$ cat config.mk
export PLATFORM = sky130hd
export DESIGN_NAME = mem_access
export DESIGN_NICKNAME = d
export VERILOG_FILES = /design/src/rtl/mem_access_pkg.sv /design/src/rtl/mem_align.sv /design/src/rtl/mem_access.sv
export SDC_FILE = /design/constraint.sdc
export NUM_CORES = 1
export LEC_CHECK = 0
export ABC_AREA = 1
export BUFFER_PORTS_ARGS = -buffer_cell sky130_fd_sc_hd__buf_4
export CORE_MARGIN = 5
export CORE_UTILIZATION = 35
export CTS_BUF_LIST = sky130_fd_sc_hd__clkbuf_16
export DETAILED_ROUTE_END_ITERATION = 8
export PLACE_DENSITY = 0.66
export SLEW_MARGIN = 10
export SYNTH_ARGS = -nofsm -noshare
export SYNTH_HDL_FRONTEND = slang
export SYNTH_SLANG_ARGS = --single-unit
$ cat constraint.sdc
create_clock -name clk -period 2.6 [get_ports clk]
set_input_delay 0.26 -clock clk [delete_from_list [all_inputs] [get_ports clk]]
set_output_delay 0.26 -clock clk [all_outputs]
set_load 0.03 [all_outputs]
$ cat src/rtl/mem_access_pkg.sv
// Shared types for the memory-stage data-bus master: access size, strobe_type
// encodings and FSM state encoding.
package mem_access_pkg;

  typedef enum logic [2:0] {
    MSIZE1 = 3'd0,
    MSIZE2 = 3'd1,
    MSIZE4 = 3'd2
  } msize_t;

  localparam logic [1:0] STROBE_WORD = 2'b00;
  localparam logic [1:0] STROBE_HALF = 2'b01;
  localparam logic [1:0] STROBE_BYTE = 2'b10;

  typedef enum logic [1:0] {
    IDLE = 2'd0,
    REQ  = 2'd1,
    WAIT = 2'd2,
    DONE = 2'd3
  } mem_state_t;

  // The unused 11 encoding falls through to a byte access.
  function automatic msize_t decode_size(input logic [1:0] strobe_type);
    case (strobe_type)
      STROBE_WORD: decode_size = MSIZE4;
      STROBE_HALF: decode_size = MSIZE2;
      default:     decode_size = MSIZE1;
    endcase
  endfunction

endpackage

$ cat src/rtl/mem_align.sv
// Combinational lane logic: request size/strobe/replicated write data from the
// live instruction, and load extraction/extension from the latched request.
module mem_align
  import mem_access_pkg::*;
(
  input  logic [1:0]  strobe_type,
  input  logic [1:0]  st_addr_lo,
  input  logic        is_load,
  input  logic [31:0] wdata,
  output msize_t      size,
  output logic [3:0]  strobe,
  output logic [31:0] wdata_rep,
  input  msize_t      ld_size,
  input  logic [1:0]  ld_addr_lo,
  input  logic        ld_sign_ext,
  input  logic [31:0] dresp_data,
  output logic [31:0] load_data
);

  logic [3:0]  lane_mask_s;
  logic [31:0] shifted_s;

  // Store-side size, byte enables and lane replication.
  always_comb begin
    size        = decode_size(strobe_type);
    lane_mask_s = 4'b0000;
    wdata_rep   = wdata;
    case (size)
      MSIZE4: begin
        lane_mask_s = 4'b1111;
        wdata_rep   = wdata;
      end
      MSIZE2: begin
        lane_mask_s = st_addr_lo[1] ? 4'b1100 : 4'b0011;
        wdata_rep   = {2{wdata[15:0]}};
      end
      MSIZE1: begin
        lane_mask_s = 4'b0001 << st_addr_lo;
        wdata_rep   = {4{wdata[7:0]}};
      end
      default: begin
        lane_mask_s = 4'b0000;
        wdata_rep   = wdata;
      end
    endcase
    if (is_load) begin
      strobe = 4'b0000;
    end else begin
      strobe = lane_mask_s;
    end
  end

  // Load-side: bring the addressed lane down to bit 0, then extend.
  always_comb begin
    shifted_s = dresp_data >> {ld_addr_lo, 3'b000};
    case (ld_size)
      MSIZE1:  load_data = {{24{ld_sign_ext & shifted_s[7]}}, shifted_s[7:0]};
      MSIZE2:  load_data = {{16{ld_sign_ext & shifted_s[15]}}, shifted_s[15:0]};
      default: load_data = shifted_s;
    endcase
  end

endmodule

$ cat src/rtl/mem_access.sv
// Memory-stage data-bus master: issues one dreq per checked load/store, waits
// for the dresp handshake, and stalls the pipeline until the access completes.
module mem_access
  import mem_access_pkg::*;
(
  input  logic        clk,
  input  logic        reset,
  input  logic        memtoreg,
  input  logic        mem_write,
  input  logic [1:0]  strobe_type,
  input  logic        sign_ext,
  input  logic [31:0] addr,
  input  logic [31:0] wdata,
  input  logic        adel,
  input  logic        ades,
  input  logic        flush,
  input  logic        advance,
  output logic        dreq_valid,
  output logic [31:0] dreq_addr,
  output logic [2:0]  dreq_size,
  output logic [3:0]  dreq_strobe,
  output logic [31:0] dreq_data,
  input  logic        dresp_addr_ok,
  input  logic        dresp_data_ok,
  input  logic [31:0] dresp_data,
  output logic [31:0] rdata,
  output logic        stall
);

  mem_state_t  state_r;
  logic        kill_r;
  logic        valid_r;
  logic        is_load_r;
  logic        sign_ext_r;
  logic [31:0] addr_r;
  logic [31:0] data_r;
  logic [31:0] rdata_r;
  msize_t      size_r;
  logic [3:0]  strobe_r;

  logic        start_s;
  logic        killed_s;
  msize_t      size_s;
  logic [3:0]  strobe_s;
  logic [31:0] wdata_rep_s;
  logic [31:0] load_data_s;

  assign start_s  = (memtoreg | mem_write) & ~adel & ~ades & ~flush;
  // A flush arriving together with data_ok still kills the access.
  assign killed_s = kill_r | flush;

  mem_align u_align (
    .strobe_type (strobe_type),
    .st_addr_lo  (addr[1:0]),
    .is_load     (memtoreg),
    .wdata       (wdata),
    .size        (size_s),
    .strobe      (strobe_s),
    .wdata_rep   (wdata_rep_s),
    .ld_size     (size_r),
    .ld_addr_lo  (addr_r[1:0]),
    .ld_sign_ext (sign_ext_r),
    .dresp_data  (dresp_data),
    .load_data   (load_data_s)
  );

  // Access FSM with latched request fields, kill flag and load result.
  always_ff @(posedge clk) begin
    if (reset) begin
      state_r    <= IDLE;
      kill_r     <= 1'b0;
      valid_r    <= 1'b0;
      is_load_r  <= 1'b0;
      sign_ext_r <= 1'b0;
      addr_r     <= 32'h0000_0000;
      data_r     <= 32'h0000_0000;
      rdata_r    <= 32'h0000_0000;
      size_r     <= MSIZE1;
      strobe_r   <= 4'b0000;
    end else begin
      case (state_r)
        IDLE: begin
          if (start_s) begin
            addr_r     <= addr;
            size_r     <= size_s;
            strobe_r   <= strobe_s;
            data_r     <= wdata_rep_s;
            sign_ext_r <= sign_ext;
            is_load_r  <= memtoreg;
            kill_r     <= 1'b0;
            valid_r    <= 1'b1;
            state_r    <= REQ;
          end
        end
        REQ: begin
          if (dresp_addr_ok & dresp_data_ok) begin
            valid_r <= 1'b0;
            kill_r  <= 1'b0;
            if (killed_s) begin
              state_r <= IDLE;
            end else begin
              state_r <= DONE;
              rdata_r <= is_load_r ? load_data_s : 32'h0000_0000;
            end
          end else if (dresp_addr_ok) begin
            valid_r <= 1'b0;
            kill_r  <= killed_s;
            state_r <= WAIT;
          end else begin
            kill_r  <= killed_s;
          end
        end
        WAIT: begin
          if (dresp_data_ok) begin
            kill_r <= 1'b0;
            if (killed_s) begin
              state_r <= IDLE;
            end else begin
              state_r <= DONE;
              rdata_r <= is_load_r ? load_data_s : 32'h0000_0000;
            end
          end else begin
            kill_r <= killed_s;
          end
        end
        DONE: begin
          if (advance) begin
            state_r <= IDLE;
          end
        end
        default: begin
          state_r <= IDLE;
          kill_r  <= 1'b0;
          valid_r <= 1'b0;
        end
      endcase
    end
  end

  assign dreq_valid  = valid_r;
  assign dreq_addr   = addr_r;
  assign dreq_size   = size_r;
  assign dreq_strobe = strobe_r;
  assign dreq_data   = data_r;
  assign rdata       = rdata_r;
  assign stall       = ((state_r == IDLE) & start_s) | (state_r == REQ) | (state_r == WAIT);

endmodule

==> metrics.cfg, run 1 <==
[synthesis]
synth_cell_type_count = 35
netlist_area_mm2 = 0.005164
synth_nets = 867
synth-seq-area-share_pct = 41.87
yosys_register_bits = 108
syn_inst = 752
syn_area_per_cell_um2 = 6.867
synth-warning-count = 0

[floorplanning]
die_y_um = 131.5
start_util_pct = 35.66
fp.dieW_um = 131.5
fp-row-count = 44
dieArea_mm2 = 0.01728
io_pins = 214
core-area_mm2 = 0.01448

[grt]
track_usage_pct = 18.44
grt_pass1_wl_um = 26340
grt_max_degree = 66
antenna_found_initial = 0
grt_pass1_vias = 5138
gr-total-overflow = 0

[routing]
wl_per_cell_um = 14.63
drcViolationCount = 0
dr.pass1.iters = 5
num_vias = 5426
ant_nets = 0
dr.first_iter.drc_count = 368
vias_per_cell = 4.815
routed_wl_um = 16490

[sta]
maxSlewViolCount = 0
maxSlewHeadroom_pct = 47.86
setup-tns-final_ps = 0
fin_crit_ps = 2029
fin_crit_sh_pct = 78.03
worst_pin_slew_ps = 782.1
setup_violations = 0
setup_ws_ps = 571.3
skew_ps = 8.196
max_freq_mhz = 492.9
finalHoldViolations = 0
timing.hold.ws_ps = 146.7
rsz0062_at_grt = false

[clock_network]
ctsResizeCount = 0
cts_tree = built
clk_path_buf_depth = 2
numCtsBuffers = 9
clkSlewWorstSetupHoldPaths_ps = 80
clock_sinks = 108
post_cts_buffers = 0
ctsHtreeMaxLevel = 3
cts_root_buf = clkbuf_16
hold_buffers = 0
clk_latency_ps = 360

[pwr]
switchingPower_mw = 1.569
seq_power_share_pct = 40.0
p_leak_nw = 3.394
internal_power_mw = 3.013
clkPwrFrac_pct = 31.5
finalPower_mw = 4.582
p_per_area_mw_per_mm2 = 644.1
combinationalPowerShare_pct = 28.5
vdd_ir_drop_max_mv = 0.5203
switching_share_pct = 34.24

[final_layout]
nets = 1053
syn_to_final_growth_pct = 37.75
post-route-util_pct = 49.13
fillers = 1507
antenna_cells = 0
final_layout_size_suffix_gt1_share_pct = 30.86

[setup_path]
start_kind = flop
required_ps = 2340
cp-end-kind = output pin
crit_arrival_ps = 1770
crit_type = reg -> out
crit_fanout = 29
rrSetupSlack_ps = 750

[run]
drv_cap = 0

[place]
hpwl_um = 12250
gp_congestion = 0.8898
post-place-ws_ps = 767.2
place.port_buffers = 212

[run_status]
status = completed

[hold_path]
hold_class = in -> reg

cell usage after synthesis (all sizes together):
library cell,count,area share [%]
nand3b,1,0.39
o21ai,60,5.8
a211oi,1,0.15
o31ai,1,0.15
clkbuf,22,2.0
dlygate4sd1,2,0.34
nor2,108,8.1
conb,1,0.073
inv,31,2.4
clkinv,1,0.097
ha,6,1.5
a21oi,86,9.1
a31oi,7,0.85
nand4,2,0.53
buf,23,2.8
nand3,25,3.1
or2,13,1.6
o21a,1,0.15
dfxtp,108,42
nand2,253,19
critical path, stage by stage, from the launching register on:
cell	delay (ps)
dfxtp_1	410
inv_1	110
ha_1	240
nand4_4	120
buf_4	270
nand2_1	90
buf_4	180
state kept, by name, indices dropped and copies added (netlist names):
name and flops:
dreq_addr 32, dreq_data 32, dreq_size 2, dreq_strobe 4, dreq_valid 1, is_load_r 1
kill_r 1, rdata 32, sign_ext_r 1, state_r 2
routing by layer:
layer  global-route usage (%)  part of all wire [%]  wire [um]  up-vias
li1                         -                     -          -     2769
met1                    22.34                    41       6717     2433
met2                    29.35                    46       7580      205
met3                    8.983                    11       1893       19
met4                    4.857                   1.8        293        0
met5                        0                     0          0        -
placed cells by master, fill, tap and decap left out, types with 7 or more instances in the layout:
master       n
nand2_1    240
buf_4      221
dfxtp_1    108
nor2_1     105
a21oi_1     76
o21ai_0     60
inv_1       24
nand3_1     21
or2_2       13
nand2_2     12
a21oi_2     10
clkbuf_16    9
inv_2        7
a31oi_1      7
stage by stage:
step	instances	cell area (um^2)
finish	1127	7113
global route	1127	7113
CTS	1127	7113
detailed placement	1111	6808
global placement	1111	6808
floorplan	752	5164
power groups by stage:
stage | Clock [mW] | Sequential, mW | Combinational (mW)
floorplan | 0 | 2.02 | 0.710
global placement | 0 | 1.87 | 1.31
detailed placement | 0 | 1.87 | 1.31
CTS | 1.49 | 1.83 | 1.31
global route | 1.57 | 1.85 | 1.44
finish | 1.44 | 1.83 | 1.30
worst paths after layout:
check | start | end | cells after the start
worst min-delay path | addr[21] | dreq_addr[21] | 3
worst min register to register | rdata[19] | rdata[19] | 2
worst max-delay path | state_r[1] | stall | 6
worst max register to register | state_r[1] | rdata[1] | 9
cell families after synthesis:
kind of cell	share of synthesized area (%)
other	0.07262
AO/OA/AOI/OAI	16.16
AND/OR/NAND/NOR	32.81
flip-flops	41.87
buffers and inverters	7.633
adder cells (fa/ha/maj)	1.454
area by class of cell:
cell class / instances / area, um^2 / share of cell area (%)
repair buffers: 222 / 1679 / 23.61
well taps: 184 / 230.2 / 3.237
multi-input cells: 565 / 2608 / 36.66
clock inverters: 7 / 80.08 / 1.126
flip-flops and latches: 108 / 2162 / 30.40
clock buffers: 9 / 225.2 / 3.166
inverters: 32 / 128.9 / 1.812
Note: power is estimated with default switching activity, not from simulation.
==> run 2: changes to the inputs <==
--- a/config.mk
+++ b/config.mk
@@ -11,7 +11,7 @@
 export CORE_UTILIZATION = 35
 export CTS_BUF_LIST = sky130_fd_sc_hd__clkbuf_16
 export DETAILED_ROUTE_END_ITERATION = 8
-export PLACE_DENSITY = 0.66
+export PLACE_DENSITY = 0.69
 export SLEW_MARGIN = 10
 export SYNTH_ARGS = -nofsm -noshare
 export SYNTH_HDL_FRONTEND = slang
==> constraint.sdc (replaced) <==
create_clock -name clk -period 1.65 [get_ports clk]
set_input_delay 0.165 -clock clk [delete_from_list [all_inputs] [get_ports clk]]
set_output_delay 0.165 -clock clk [all_outputs]
set_load 0.03 [all_outputs]
==> metrics.cfg, run 2 (synthesis gave the netlist of run 1 again) <==
[routing]
ant_nets = 0
wl_per_cell_um = 15.17
dr.first_iter.drc_count = 431
num_vias = 5610
drcViolationCount = 0
routed_wl_um = 17370
vias_per_cell = 4.900
dr.pass1.iters = 5

[clock_network]
clk_latency_ps = 360
clock_sinks = 108
ctsHtreeMaxLevel = 3
cts_root_buf = clkbuf_16
clk_path_buf_depth = 2
cts_tree = built
numCtsBuffers = 9
clkSlewWorstSetupHoldPaths_ps = 80

[floorplanning]
dieArea_mm2 = 0.01728
io_pins = 214
core-area_mm2 = 0.01448
fp.dieW_um = 131.5
start_util_pct = 35.66
die_y_um = 131.5
fp-row-count = 44

[grt]
grt_pass1_vias = 5359
gr-total-overflow = 0
antenna_found_initial = 0
grt_pass1_wl_um = 27190
grt_max_degree = 66
track_usage_pct = 19.19

[sta]
finalHoldViolations = 0
rsz0062_at_grt = false
skew_ps = 8.073
fin_crit_ps = 1541
max_freq_mhz = 648.8
timing.hold.ws_ps = 51.04
fin_crit_sh_pct = 93.42
setup_violations = 0
maxSlewViolCount = 0

[run]
drv_cap = 0

[place]
gp_congestion = 0.8442
hpwl_um = 12520
place.port_buffers = 212
dpl.cell_count = 1123

[setup_path]
crit_type = reg -> reg
crit_path_frequent_cell = nand2_2
cp_cell_sequence = buf_4, ha_2, nand2_2, nand2_2, nand2_2, nand3_2, clkbuf_16, nand2_1, a21oi_2
crit_slowest_cell = dfxtp_2
crit_fanout = 16
required_ps = 1880
start_kind = flop
cp-end-kind = flop
crit_buf_inv = 2
critPathMaxStageDelay_ps = 330
cp_top_family = simple AND/OR/NAND/NOR gates
crit_arrival_ps = 1770

[pwr]
p_leak_nw = 3.533
finalPower_mw = 7.460
vdd_ir_drop_max_mv = 0.8076
p_per_area_mw_per_mm2 = 1009

[final_layout]
final_layout_size_suffix_gt1_share_pct = 33.51
nets = 1071
layout_commonest_cell = nand2_1
syn_to_final_growth_pct = 43.25
instances_no_fill = 1145
post-route-util_pct = 51.09
layout_common_cells = nand2_1, buf_4, dfxtp_1
antenna_cells = 0

[hold_path]
hold_class = in -> reg

[run_status]
status = completed

==> run 2: worst register-to-register path, cell delays in order (launching register included) <==
cell	delay [ps]
dfxtp_2	330
buf_4	140
ha_2	200
nand2_2	80
nand2_2	60
nand2_2	90
nand3_2	150
clkbuf_16	230
nand2_1	80
a21oi_2	50
==> run 2: final timing paths <==
path            startpoint       endpoint  cells after the start  slack, ps
max             state_r[1]      rdata[27]                      9        110
min               addr[13]  dreq_addr[13]                      3         50
max reg2reg     state_r[1]      rdata[27]                      9        110
min reg2reg  dreq_data[26]  dreq_data[26]                      2        460
==> run 2: final cells by class <==
| class | count | area [um^2] |
|---|---|---|
| inverters | 32 | 132.6 |
| flip-flops and latches | 108 | 2167 |
| clock buffers | 9 | 225.2 |
| well taps | 184 | 230.2 |
| fillers | 1485 | 7082 |
| repair buffers | 240 | 1934 |
| clock inverters | 7 | 58.81 |
| multi-input cells | 565 | 2649 |
==> run 2: through the flow <==
stage          setup WS, ps  TNS, ps  instance area, um^2
2_1_floorplan         100.7        0                 5164
3_3_place_gp          38.17        0                 6948
3_5_place_dp         -12.65   -18.55                 6948
4_1_cts               10.10        0                 7342
5_1_grt               3.610        0                 7397
6_report              108.6        0                 7397
==> run 2: routing by layer <==
layer	part of all wire [%]	track usage [%]	vias to the layer above
met4	1.6	5.600	0
met5	0	0	-
met1	41	22.66	2566
met2	46	31.26	226
met3	11	8.983	18
li1	-	-	2800
==> run 2: repair_timing <==
item	CTS	global route
cloned	2	1
endpoints found under the hold margin	0	0
setup buffers	3	1
gates resized for setup	8	14
endpoints found under the setup margin	11	50
hold buffers	0	0
pin swaps	2	3
==> run 2: power by group <==
| group | internal, mW | switching (mW) | total (mW) |
|---|---|---|---|
| sequential | 2.79 | 0.111 | 2.90 |
| clock | 1.05 | 1.04 | 2.09 |
| combinational | 1.04 | 1.44 | 2.47 |
==> run 3: changes to the inputs <==
--- a/config.mk
+++ b/config.mk
@@ -7,6 +7,7 @@
 export LEC_CHECK = 0
 export ABC_AREA = 1
 export BUFFER_PORTS_ARGS = -buffer_cell sky130_fd_sc_hd__buf_4
+export CORE_ASPECT_RATIO = 0.7
 export CORE_MARGIN = 5
 export CORE_UTILIZATION = 35
 export CTS_BUF_LIST = sky130_fd_sc_hd__clkbuf_16
==> metrics.cfg, run 3 (synthesis gave the netlist of run 1 again) <==
[run_status]
status = completed

[clock_network]
cts_tree = built
post_cts_buffers = 0
clkSlewWorstSetupHoldPaths_ps = 80
ctsHtreeMaxLevel = 3
clk_latency_ps = 340
cts_root_buf = clkbuf_16
clock_sinks = 108
hold_buffers = 0
numCtsBuffers = 9
clk_path_buf_depth = 2

[place]
post-place-ws_ps = 41.75
hpwl_um = 12620
place.port_buffers = 212
gp_congestion = 0.8802

[sta]
maxSlewViolCount = 0
fin_crit_sh_pct = 97.88
setup-tns-final_ps = 0
setup_ws_ps = 34.90
setup_violations = 0
skew_ps = 6.218
finalHoldViolations = 0
rsz0062_at_grt = true
max_freq_mhz = 619.2
fin_crit_ps = 1615

[floorplanning]
fp.dieW_um = 155.2
fp-row-count = 37
core-area_mm2 = 0.01458
io_pins = 214
dieArea_mm2 = 0.01732
start_util_pct = 35.41
die_y_um = 111.6

[hold_path]
worstHoldStart = addr[30]
hold_path_end = dreq_addr[30]
hold_class = in -> reg
worstHoldPathCells = 3

[setup_path]
cp_cell_sequence = buf_4, ha_4, buf_4, nor2_4, nand2_2, buf_6
r2r_start = state_r[1]
crit_slowest_cell = dfxtp_2
cp-end-kind = output pin
crit_arrival_ps = 1450
crit_fanout = 3
start_kind = flop
crit_type = reg -> out
r2r_end = rdata[22]
critPathMaxStageDelay_ps = 330
crit_path_frequent_cell = buf_4
rrSetupSlack_ps = 80
r2r_cells = 10
required_ps = 1480

[pwr]
p_leak_nw = 3.481
internal_power_mw = 4.813
seq_power_share_pct = 39.0
combinationalPowerShare_pct = 32.5
vdd_ir_drop_max_mv = 0.8177
clkPwrFrac_pct = 28.5
switching_share_pct = 34.73
switchingPower_mw = 2.561
p_per_area_mw_per_mm2 = 1007

[routing]
dr.pass1.iters = 5
dr.first_iter.drc_count = 453
drcViolationCount = 0
ant_nets = 0
vias_per_cell = 4.766
routed_wl_um = 16930
wl_per_cell_um = 14.67
num_vias = 5500

[run]
drv_cap = 0

[final_layout]
layout_common_cells = nand2_1, buf_4, dfxtp_1
nets = 1069
antenna_cells = 0
layout_commonest_cell = nand2_1
syn_to_final_growth_pct = 41.85
final_layout_size_suffix_gt1_share_pct = 33.06

[grt]
gr-total-overflow = 0
grt_pass1_vias = 4970
grt_max_degree = 66
grt_pass1_wl_um = 26430
track_usage_pct = 18.52
antenna_found_initial = 0

==> run 3: changes by cell type in the layout (fill, tap and decap cells not counted), moves of 2 or more <==
| cell | change |
|---|---|
| inv_4 | -2 |
| buf_4 | +3 |
| inv_6 | +2 |
| clkinv_2 | +2 |
| buf_6 | -3 |
| bufbuf_16 | -2 |
==> run 3: cell type report <==
type | count | area, um^2
sequential | 108 | 2165
clock inverter | 7 | 60.06
clock buffer | 9 | 225.2
timing repair buffer | 238 | 1853
tap | 195 | 244.0
fill | 1518 | 7258
inverter | 32 | 130.1
multi-input combinational | 565 | 2648
==> run 3: how the worst max path moves through the flow <==
stage / start / end / depth (start not counted)
6_report: state_r[0] / stall / 6
3_5_place_dp: state_r[0] / dreq_data[23] / 9
2_1_floorplan: dreq_addr[0] / rdata[25] / 9
3_3_place_gp: state_r[1] / rdata[30] / 10
4_1_cts: state_r[0] / stall / 6
5_1_grt: state_r[1] / rdata[2] / 9
==> run 3: timing repair <==
item	CTS	global route
pin swaps	0	1
hold endpoints to repair	0	0
gates resized for setup	6	9
endpoints found under the setup margin	1	25
==> run 3: power by group through the flow <==
stage	sequential (mW)	combinational, mW	clock [mW]
3_5_place_dp	2.93	2.25	0
6_report	2.88	2.39	2.10
2_1_floorplan	3.19	1.12	0
5_1_grt	2.90	2.61	2.29
4_1_cts	2.87	2.35	2.17
3_3_place_gp	2.92	2.25	0
==> run 3: worst max-delay path, delay by kind of cell (launching register included) <==
family	cells	cell delay, ps
flops	1	330
buf+inv	3	420
simple gates	2	200
fa+ha+maj	1	160
==> run 3: per-stage QoR <==
stage,hold slack (ps),power [mW],util (%),std cells,cell area (um^2)
after floorplan,309.9,4.309,-,752,5164
after global placement,411.3,5.172,47.95,1138,6992
after detailed placement,419.6,5.176,47.95,1138,6992
after CTS,55.18,7.390,50.06,1154,7301
after global routing,64.11,7.805,50.23,1154,7325
final,67.12,7.374,50.23,1154,7325
==> run 3: per-layer routing <==
| metal | global-route usage, % | up-vias | share of wire, % |
|---|---|---|---|
| li1 | - | 2798 | - |
| met1 | 27.39 | 2497 | 47 |
| met2 | 27.09 | 197 | 43 |
| met3 | 5.633 | 8 | 9.2 |
| met4 | 2.741 | 0 | 0.65 |
| met5 | 0 | - | 0 |
